<file path="src/rtl/sparc_regfile_pkg.sv">
// Shared constants for the SPARC V8 windowed register file.
//
// Architectural register classes (r0..r31) are split into four groups of
// eight: globals, outs, locals, ins. Physically the globals sit at 0..7 and
// every window adds a 16-entry slice (outs + locals). A window's ins are the
// outs of the next-higher window, so they live in that window's slice.
//
// Contents:
//   G_BASE/O_BASE/L_BASE/I_BASE  first architectural number of each class
//   CLASS_SIZE                   registers per class
//   WIN_STRIDE                   physical registers added per window
//   phys_count()                 physical register count for N windows
//   cwp_width()                  CWP width for N windows (minimum 1)
package sparc_regfile_pkg;

    localparam int G_BASE     = 0;
    localparam int O_BASE     = 8;
    localparam int L_BASE     = 16;
    localparam int I_BASE     = 24;
    localparam int CLASS_SIZE = 8;
    localparam int WIN_STRIDE = 16;

    // Globals occupy the bottom of the physical array, so window 0 starts
    // right after them.
    localparam int WIN0_BASE  = CLASS_SIZE;

    function automatic int phys_count(input int nwindows);
        return WIN0_BASE + WIN_STRIDE * nwindows;
    endfunction

    function automatic int cwp_width(input int nwindows);
        return (nwindows <= 2) ? 1 : $clog2(nwindows);
    endfunction

endpackage

</file>
<file path="src/rtl/windowed_reg_decoder_if.sv">
// Bus between the decode/writeback stage (master) and the windowed
// write-select decoder (slave).
//
// Signals:
//   wr_en, rd_addr            writeback request for architectural register
//   save, restore             window rotation requests
//   cwp_we, cwp_in            direct CWP load
//   wim                       window invalid mask
//   phys_we, phys_idx         registered one-hot / binary physical select
//   cwp                       current window pointer
//   window_ovf, window_unf    one-cycle pulses for blocked SAVE / RESTORE
//
// Handshake: there is no flow control. Every input is sampled on each rising
// clock edge and all outputs are registered and valid one cycle later.
interface windowed_reg_decoder_if #(
    parameter int NWINDOWS = 4
);
    import sparc_regfile_pkg::*;

    localparam int PHYS  = phys_count(NWINDOWS);
    localparam int CWP_W = cwp_width(NWINDOWS);
    localparam int IDX_W = $clog2(PHYS);

    logic                wr_en;
    logic [4:0]          rd_addr;
    logic                save;
    logic                restore;
    logic                cwp_we;
    logic [CWP_W-1:0]    cwp_in;
    logic [NWINDOWS-1:0] wim;
    logic [PHYS-1:0]     phys_we;
    logic [IDX_W-1:0]    phys_idx;
    logic [CWP_W-1:0]    cwp;
    logic                window_ovf;
    logic                window_unf;

    modport master (
        output wr_en, rd_addr, save, restore, cwp_we, cwp_in, wim,
        input  phys_we, phys_idx, cwp, window_ovf, window_unf
    );

    modport slave (
        input  wr_en, rd_addr, save, restore, cwp_we, cwp_in, wim,
        output phys_we, phys_idx, cwp, window_ovf, window_unf
    );

endinterface

</file>
<file path="src/rtl/onehot_decoder.sv">
// Combinational binary -> one-hot decoder with enable.
//
// Ports:
//   bin_i     binary index
//   en_i      when low the output is all zeros
//   onehot_o  one-hot result; indices >= OUT_W produce all zeros
module onehot_decoder #(
    parameter int IN_W  = 7,
    parameter int OUT_W = 72
) (
    input  logic [IN_W-1:0]  bin_i,
    input  logic             en_i,
    output logic [OUT_W-1:0] onehot_o
);

    always_comb begin
        onehot_o = '0;
        for (int i = 0; i < OUT_W; i++) begin
            if (en_i && (bin_i == IN_W'(i))) begin
                onehot_o[i] = 1'b1;
            end
        end
    end

endmodule

</file>
<file path="src/rtl/windowed_reg_decoder.sv">
// Register-file write-select decoder with SPARC V8 register windows.
//
// Maps a 5-bit architectural register number plus the current window
// pointer to a registered one-hot write enable (and matching binary index)
// over the physical register array. Holds CWP and rotates it on SAVE /
// RESTORE, optionally blocking rotation into windows marked in WIM.
//
// Ports:
//   clk    rising-edge clock
//   reset  synchronous, active-high; overrides every input
//   bus    windowed_reg_decoder_if.slave (see the interface for signals)
//
// Configuration macro WINDOW_CHECK_EN:
//   defined   - SAVE/RESTORE into a WIM-marked window is blocked and pulses
//               window_ovf / window_unf for one cycle.
//   undefined - wim is ignored, flags stay 0, SAVE/RESTORE always rotate.
module windowed_reg_decoder
    import sparc_regfile_pkg::*;
#(
    parameter int NWINDOWS = 4
) (
    input logic                    clk,
    input logic                    reset,
    windowed_reg_decoder_if.slave  bus
);

    localparam int PHYS  = phys_count(NWINDOWS);
    localparam int CWP_W = cwp_width(NWINDOWS);
    localparam int IDX_W = $clog2(PHYS);

    logic [CWP_W-1:0] cwp_q, cwp_d;
    logic [CWP_W-1:0] save_tgt, restore_tgt;
    logic [IDX_W-1:0] idx_d, phys_idx_q;
    logic [PHYS-1:0]  onehot_d, phys_we_q;
    logic             dec_en;
    logic             ovf_d, ovf_q;
    logic             unf_d, unf_q;
    logic [1:0]       rd_class;
    logic [2:0]       rd_off;

    // Physical base of a window's 16-entry slice.
    function automatic logic [IDX_W-1:0] win_base(input logic [CWP_W-1:0] w);
        return IDX_W'(WIN0_BASE) + IDX_W'(WIN_STRIDE) * IDX_W'(w);
    endfunction

    // Neighbouring windows with modulo-NWINDOWS wrap.
    assign save_tgt    = (cwp_q == '0) ? CWP_W'(NWINDOWS - 1) : cwp_q - 1'b1;
    assign restore_tgt = (cwp_q == CWP_W'(NWINDOWS - 1)) ? '0 : cwp_q + 1'b1;

    assign rd_class = bus.rd_addr[4:3];
    assign rd_off   = bus.rd_addr[2:0];

    // r0 is hardwired zero, so a write to it selects nothing.
    assign dec_en = bus.wr_en && (bus.rd_addr != 5'd0);

    // Architectural -> physical mapping, always using the pre-edge cwp.
    // The ins of window w are the outs of window w+1, which is exactly
    // restore_tgt.
    always_comb begin
        idx_d = '0;
        case (rd_class)
            2'd0:    idx_d = IDX_W'(G_BASE) + IDX_W'(rd_off);
            2'd1:    idx_d = win_base(cwp_q) + IDX_W'(rd_off);
            2'd2:    idx_d = win_base(cwp_q) + IDX_W'(CLASS_SIZE) + IDX_W'(rd_off);
            default: idx_d = win_base(restore_tgt) + IDX_W'(rd_off);
        endcase
    end

    onehot_decoder #(
        .IN_W  (IDX_W),
        .OUT_W (PHYS)
    ) u_onehot (
        .bin_i    (idx_d),
        .en_i     (dec_en),
        .onehot_o (onehot_d)
    );

    // CWP update: direct load beats rotation; simultaneous save+restore is
    // treated as a no-op.
    always_comb begin
        cwp_d = cwp_q;
        ovf_d = 1'b0;
        unf_d = 1'b0;
        if (bus.cwp_we) begin
            // Out-of-range loads are dropped rather than aliased.
            if (bus.cwp_in <= CWP_W'(NWINDOWS - 1)) begin
                cwp_d = bus.cwp_in;
            end
        end else if (bus.save && bus.restore) begin
            cwp_d = cwp_q;
        end else if (bus.save) begin
`ifdef WINDOW_CHECK_EN
            if (bus.wim[save_tgt]) begin
                ovf_d = 1'b1;
            end else begin
                cwp_d = save_tgt;
            end
`else
            cwp_d = save_tgt;
`endif
        end else if (bus.restore) begin
`ifdef WINDOW_CHECK_EN
            if (bus.wim[restore_tgt]) begin
                unf_d = 1'b1;
            end else begin
                cwp_d = restore_tgt;
            end
`else
            cwp_d = restore_tgt;
`endif
        end
    end

`ifndef WINDOW_CHECK_EN
    logic unused_wim;
    assign unused_wim = ^bus.wim;
`endif

    always_ff @(posedge clk) begin
        if (reset) begin
            phys_we_q  <= '0;
            phys_idx_q <= '0;
            cwp_q      <= '0;
            ovf_q      <= 1'b0;
            unf_q      <= 1'b0;
        end else begin
            phys_we_q  <= onehot_d;
            phys_idx_q <= dec_en ? idx_d : '0;
            cwp_q      <= cwp_d;
            ovf_q      <= ovf_d;
            unf_q      <= unf_d;
        end
    end

    assign bus.phys_we    = phys_we_q;
    assign bus.phys_idx   = phys_idx_q;
    assign bus.cwp        = cwp_q;
    assign bus.window_ovf = ovf_q;
    assign bus.window_unf = unf_q;

endmodule

</file>
<file path="src/flat_wrapper.sv">
// flat-port wrapper written by rule: the top's interface ports become plain ports
module windowed_reg_decoder_flat import sparc_regfile_pkg::*;
#(
    parameter int NWINDOWS = 4
)
  (clk, reset, bus_wr_en, bus_rd_addr, bus_save, bus_restore, bus_cwp_we, bus_cwp_in, bus_wim, bus_phys_we, bus_phys_idx, bus_cwp, bus_window_ovf, bus_window_unf);
  windowed_reg_decoder_if #(.NWINDOWS(NWINDOWS)) bus_i ();
  input logic clk;
  input logic reset;
  input wire logic [$bits(bus_i.wr_en)-1:0] bus_wr_en;
  input wire logic [$bits(bus_i.rd_addr)-1:0] bus_rd_addr;
  input wire logic [$bits(bus_i.save)-1:0] bus_save;
  input wire logic [$bits(bus_i.restore)-1:0] bus_restore;
  input wire logic [$bits(bus_i.cwp_we)-1:0] bus_cwp_we;
  input wire logic [$bits(bus_i.cwp_in)-1:0] bus_cwp_in;
  input wire logic [$bits(bus_i.wim)-1:0] bus_wim;
  output wire logic [$bits(bus_i.phys_we)-1:0] bus_phys_we;
  output wire logic [$bits(bus_i.phys_idx)-1:0] bus_phys_idx;
  output wire logic [$bits(bus_i.cwp)-1:0] bus_cwp;
  output wire logic [$bits(bus_i.window_ovf)-1:0] bus_window_ovf;
  output wire logic [$bits(bus_i.window_unf)-1:0] bus_window_unf;
  assign bus_i.wr_en = bus_wr_en;
  assign bus_i.rd_addr = bus_rd_addr;
  assign bus_i.save = bus_save;
  assign bus_i.restore = bus_restore;
  assign bus_i.cwp_we = bus_cwp_we;
  assign bus_i.cwp_in = bus_cwp_in;
  assign bus_i.wim = bus_wim;
  assign bus_phys_we = bus_i.phys_we;
  assign bus_phys_idx = bus_i.phys_idx;
  assign bus_cwp = bus_i.cwp;
  assign bus_window_ovf = bus_i.window_ovf;
  assign bus_window_unf = bus_i.window_unf;
  windowed_reg_decoder #(.NWINDOWS(NWINDOWS)) u_core (.clk(clk), .reset(reset), .bus(bus_i));
endmodule
</file>
<file path="config.mk">
export PLATFORM = sky130hd
export DESIGN_NAME = windowed_reg_decoder_flat
export DESIGN_NICKNAME = d
export VERILOG_FILES = /design/src/rtl/sparc_regfile_pkg.sv /design/src/rtl/windowed_reg_decoder_if.sv /design/src/rtl/onehot_decoder.sv /design/src/rtl/windowed_reg_decoder.sv /design/src/flat_wrapper.sv
export SDC_FILE = /design/constraint.sdc
export NUM_CORES = 1
export LEC_CHECK = 0
export CORE_MARGIN = 4
export CORE_UTILIZATION = 43
export CTS_CLUSTER_DIAMETER = 50
export DETAILED_ROUTE_END_ITERATION = 7
export GPL_ROUTABILITY_DRIVEN = 0
export PLACE_DENSITY = 0.75
export RECOVER_POWER = 100
export SLEW_MARGIN = 20
export SYNTH_ARGS = -nofsm -noshare
export SYNTH_HDL_FRONTEND = slang
export SYNTH_HIERARCHICAL = 1
export SYNTH_SLANG_ARGS = --single-unit
export TNS_END_PERCENT = 10
</file>
<file path="constraint.sdc">
create_clock -name clk -period 2.6 [get_ports clk]
set_input_delay 0.52 -clock clk [delete_from_list [all_inputs] [get_ports clk]]
set_output_delay 0.52 -clock clk [all_outputs]
set_load 0.005 [all_outputs]
</file>
**Word level (Yosys, flattened, before mapping)**

Cells that the tools add are included.

- Register bits: 81
- Output and inout bits: 83

- Add/subtract/negate cells: 8
- Order comparisons: 1
- Eq/ne operators: 76
- Mux-type cells: 80
- Bitwise operators: 1
- Reduce and logical (&&, ||, !) cells: 81

Operator list:

| kind | number |
|---|---|
| $eq A7 B6 Y1 const B | 32 |
| $eq A7 B5 Y1 const B | 16 |
| $logic_and A1 B1 Y1 | 74 |
| $mux W1 | 72 |
| $eq A7 B4 Y1 const B | 8 |
| $eq A7 B7 Y1 const B | 8 |
| $eq A7 B3 Y1 const B | 4 |
| $add A7 B3 Y7 | 3 |
| $pmux W7 S3 | 1 |
| $add A4 B6 Y7 const A | 2 |
| $eq A7 B2 Y1 const B | 2 |
| $mux W2 | 7 |
| $add A7 B4 Y7 const B | 1 |
| $eq A7 B1 Y1 const B | 1 |
| $logic_not A7 Y1 | 1 |
| $reduce_bool A5 Y1 | 1 |
| $eq A2 B2 Y1 const B | 2 |
| $logic_not A2 Y1 | 2 |
| $reduce_and A3 Y1 | 1 |
| $reduce_bool A3 Y1 | 1 |
| $add A2 B1 Y2 const B | 1 |
| $eq A2 B1 Y1 const B | 1 |
| $le A2 B2 Y1 const B | 1 |
| $ne A2 B1 Y1 const B | 1 |
| 4 further kinds | 4 |

**Longest topological paths before layout**

- Word-level depth: 8
- Gate-level depth with buffers: 8
- Mapped depth without buffers: 7

**Cells and area by module**

Netlist, hierarchy kept.

By module, submodules not included:

| module | instances | cells each | area an instance (um2) |
|---|---|---|---|
| windowed_reg_decoder | 1 | 201 | 2367.3 |
| onehot_decoder | 1 | 119 | 701.9 |

**Worst setup path before layout**

OpenSTA, ideal clock, no wires.

- Path type: input -> register
- From: input port bus_rd_addr[3]
- To: register u_core.phys_we_q[61], in the netlist u_core/bus.phys_we[61]
- Library setup time: 0.128 ns
- Arrival: 1.995 ns
- Data required time: 2.472 ns
- Setup slack: 0.477 ns
- Stages on the path: 7
- Cells stage by stage: or4_4 o21a_1 buf_2 nand4b_1 buf_2 nor3_1 nor2b_1

- Elaborated cells on any way between the ends: 9
- Those cells by class: eq/ne: 3; mux: 2; reduce/logical: 4

RTL lines:

| element | line | RTL |
|---|---|---|
| start, declared | flat_wrapper.sv:11 | `input wire logic [$bits(bus_i.rd_addr)-1:0] bus_rd_addr;` |
| $reduce_bool A5 Y1 | windowed_reg_decoder.sv:54 | `assign dec_en = bus.wr_en && (bus.rd_addr != 5'd0);` |
| $logic_and A1 B1 Y1 | windowed_reg_decoder.sv:54 |  |
| named net u_core.dec_en | windowed_reg_decoder.sv:35 | `logic dec_en;` |
| $logic_and A1 B1 Y1 | onehot_decoder.sv:19 | `if (en_i && (bin_i == IN_W'(i))) begin` |
| $mux W1 | onehot_decoder.sv:19 |  |
| named net u_core.onehot_d[61] | windowed_reg_decoder.sv:34 | `logic [PHYS-1:0] onehot_d, phys_we_q;` |
| end signal, assigned | windowed_reg_decoder.sv:127 | `phys_we_q <= onehot_d;` |
| end, declared | windowed_reg_decoder.sv:34 |  |

The timed path passes the listed nets, and every way through them passes these cells.
A chain may end at the register's enable or synchronous reset.

**Final worst setup path**

- From: input port bus_rd_addr[3]
- To: register u_core.phys_we_q[13], in the netlist u_core/bus.phys_we[13]

Same word-level chain as after synthesis.

==> results_dict.tcl <==
set metrics [dict create \
    outcome "finished clean" \
    cp_max_fo 8 \
    grt_setup_unrepaired "no" \
    busiest_layer "met2" \
    place_ws_ps -38.3 \
    layout.nets 428 \
    skew_ps 10.5 \
    multi_input_area_um2 1260 \
    syn_area_per_cell_um2 9.59 \
    antenna_found_initial 0 \
    die_height_um 92.5 \
    ctsRootBufferMaster "clkbuf_8" \
    hp-start "u_core/bus.cwp[0]" \
    hold_viol_final 0 \
    wirelength_mm 7.01 \
    min_path_type "reg -> reg" \
    grt_use_met1_pct 20.3 \
    ant_nets 0 \
    n_antenna_cell 0 \
    fin_tns_setup_ps 0 \
    synth_enable_flop_cells 0 \
    crit_start "bus_rd_addr[3]" \
    yosysUniqueCellTypes 40 \
    use_met2_pct 27.7 \
    n_fill_cell 580 \
    combPwrFrac_pct 9.2 \
    ys_ff_latch 81 \
    cts.clk_slew.worst_paths_ps 80 \
    cts_buffers 9 \
    die_w_um 92.5 \
    clockBufferDepth 2 \
    start_util_pct 44.7 \
    internal_power_w 0.00188 \
    fmax_ghz 0.427 \
    pwr-share-clk_pct 39.5 \
    p_switching_w 0.000571 \
    swShare_pct 23.3 \
    avgRoutedWirePerCell_um 13.7 \
    cp-end-kind "register" \
    io_pins 100 \
    post-route-period-util_pct 90.1 \
    grt_max_degree 48 \
    first_pass_iters 4 \
    register_area_um2 1620 \
    drt_iter0_drc 83 \
    p_seq_share_pct 51.3 \
    rows 30 \
    dieArea_um2 8550 \
    overflow 0 \
    slew_headroom_pct 18.8 \
    cts.hold.buffers_added 0 \
    synth_ff_type "dfxtp_1" \
    grt_pass1_vias 2266 \
    maxCapViolCount 0 \
    worstPathRequired_ps 2780 \
    r2r-start "u_core/bus.cwp[0]" \
    yosys.area.top_type "dfxtp_1" \
    tightestPinTransition_ps 1220 \
    layout-drive-gt1-share_pct 8.21 \
    cp.arrival_ps 2530 \
    dr_total_vias 2401 \
    synth_cells 320 \
    p_per_area_nw_per_um2 573 \
    cts_setup_buffers 0 \
    port_buffers 93 \
    yosysTopAreaCellShare_pct 52.8 \
    ctsResizeCount 0 \
    drt_drc_violations_left 0 \
    cp-start-kind "input pin" \
    worst_hold_slack_ps 603 \
    htree_levels 3 \
    worstSetupPathType "in -> reg" \
    setup_violations 0 \
    ir_worst_vdd_mv 0.292 \
    slew_violations 0 \
    grt_pass1_wl_mm 11.1 \
    grtUsageMet3_pct 3.90 \
    area_delta_synth_final_pct 39.1 \
    synth-async-reset-ratio_pct 0 \
    stdcell_count 510 \
    cts.sinks 81 \
    yosys_warnings 6 \
    netlist_area_um2 3070 \
    vias_per_cell 4.71 \
    insertion_delay_ps 340 \
    placedCellCount 495 \
    track_usage_pct 16.5 \
    power.leakage_nw 1.78 \
    seq_area_frac_synth_pct 52.8 \
    setup_ws_ps 257 \
    synthTopCellsByArea "dfxtp_1, nor2b_1, nor3_1" \
    post-route-min-period_ps 2340 \
    core-area_um2 6870 \
    cts_tree "done" \
    dp_hpwl_mm 4.95 \
    synth.most_common_cell "dfxtp_1" \
    synthTopCellsByCount "dfxtp_1, nor2b_1, nor3_1" \
]
-- flip-flops by register name, summed over array words and instances (netlist names) --
| name | flops |
|---|---|
| u_core/bus.cwp | 2 |
| u_core/bus.phys_idx | 7 |
| u_core/bus.phys_we | 72 |
-- cells by family after synthesis --
logic type	synth area share [%]
AND/OR/NAND/NOR	39.3
buffers and inverters	5.42
adder cells (fa/ha/maj)	0.408
AO/OA/AOI/OAI	1.59
flip-flops	52.8
XOR/XNOR	0.285
other	0.122
-- critical path, cell delays in order --
cell	delay, ps
clkdlybuf4s50_1	510
or4_1	570
o21a_1	300
nand4b_1	210
clkbuf_1	190
nor4_1	60
nor2b_1	150
-- layout make-up --
class	instances	area share, %
Clock buffer	10	2.99
Clock inverter	5	1.85
Inverter	2	0.176
Multi-Input combinational cell	205	29.5
Sequential cell	81	38.0
Tap cell	96	2.81
Timing Repair Buffer	111	24.7
-- path summary, 6_finish.rpt --
kind / end / cells after the start / slack (ps)
max: u_core/bus.phys_we[13] / 7 / 260
min: u_core/bus.phys_idx[4] / 2 / 600
max reg2reg: u_core/bus.phys_we[32] / 8 / 470
min reg2reg: u_core/bus.phys_idx[4] / 2 / 600
-- power by group through the flow --
stage                     logic, W  registers [W]  clock network [W]
after floorplan           0.000146        0.00129                  0
after global placement    0.000234        0.00129                  0
after CTS                 0.000237        0.00126           0.000984
final                     0.000225        0.00126           0.000966
after global routing      0.000249        0.00126            0.00104
after detailed placement  0.000236        0.00129                  0
-- layer usage --
metal  vias to the layer above  wire length, µm
met4                         0              108
met1                      1082             3120
met5                         -                0
li1                       1247                -
met3                         9              445
met2                        63             3340
-- stage by stage --
stage               total power, W  util [%]  cell area (µm²)
CTS                        0.00248      62.8             4310
global route               0.00255      62.2             4270
global placement           0.00152      59.8             4110
finish                     0.00245      62.2             4270
floorplan                  0.00143         -             3070
detailed placement         0.00152      59.8             4110
-- cell usage in the layout (no fill, tap or decap), types with 2 or more instances in the layout --
cell	n
dlygate4sd3_1	81
dfxtp_1	81
nor2b_1	74
nor3_1	52
nor4_1	13
buf_4	12
clkdlybuf4s50_1	11
nand2_1	10
clkbuf_8	9
nor2_1	8
nand2b_1	8
clkbuf_1	7
nand4bb_1	6
or4b_1	3
nand4b_1	3
clkinv_2	2
bufinv_16	2
nand3b_1	2
and2_1	2
conb_1	2
or2_2	2
inv_1	2
Note: power is estimated with default switching activity, not from simulation.
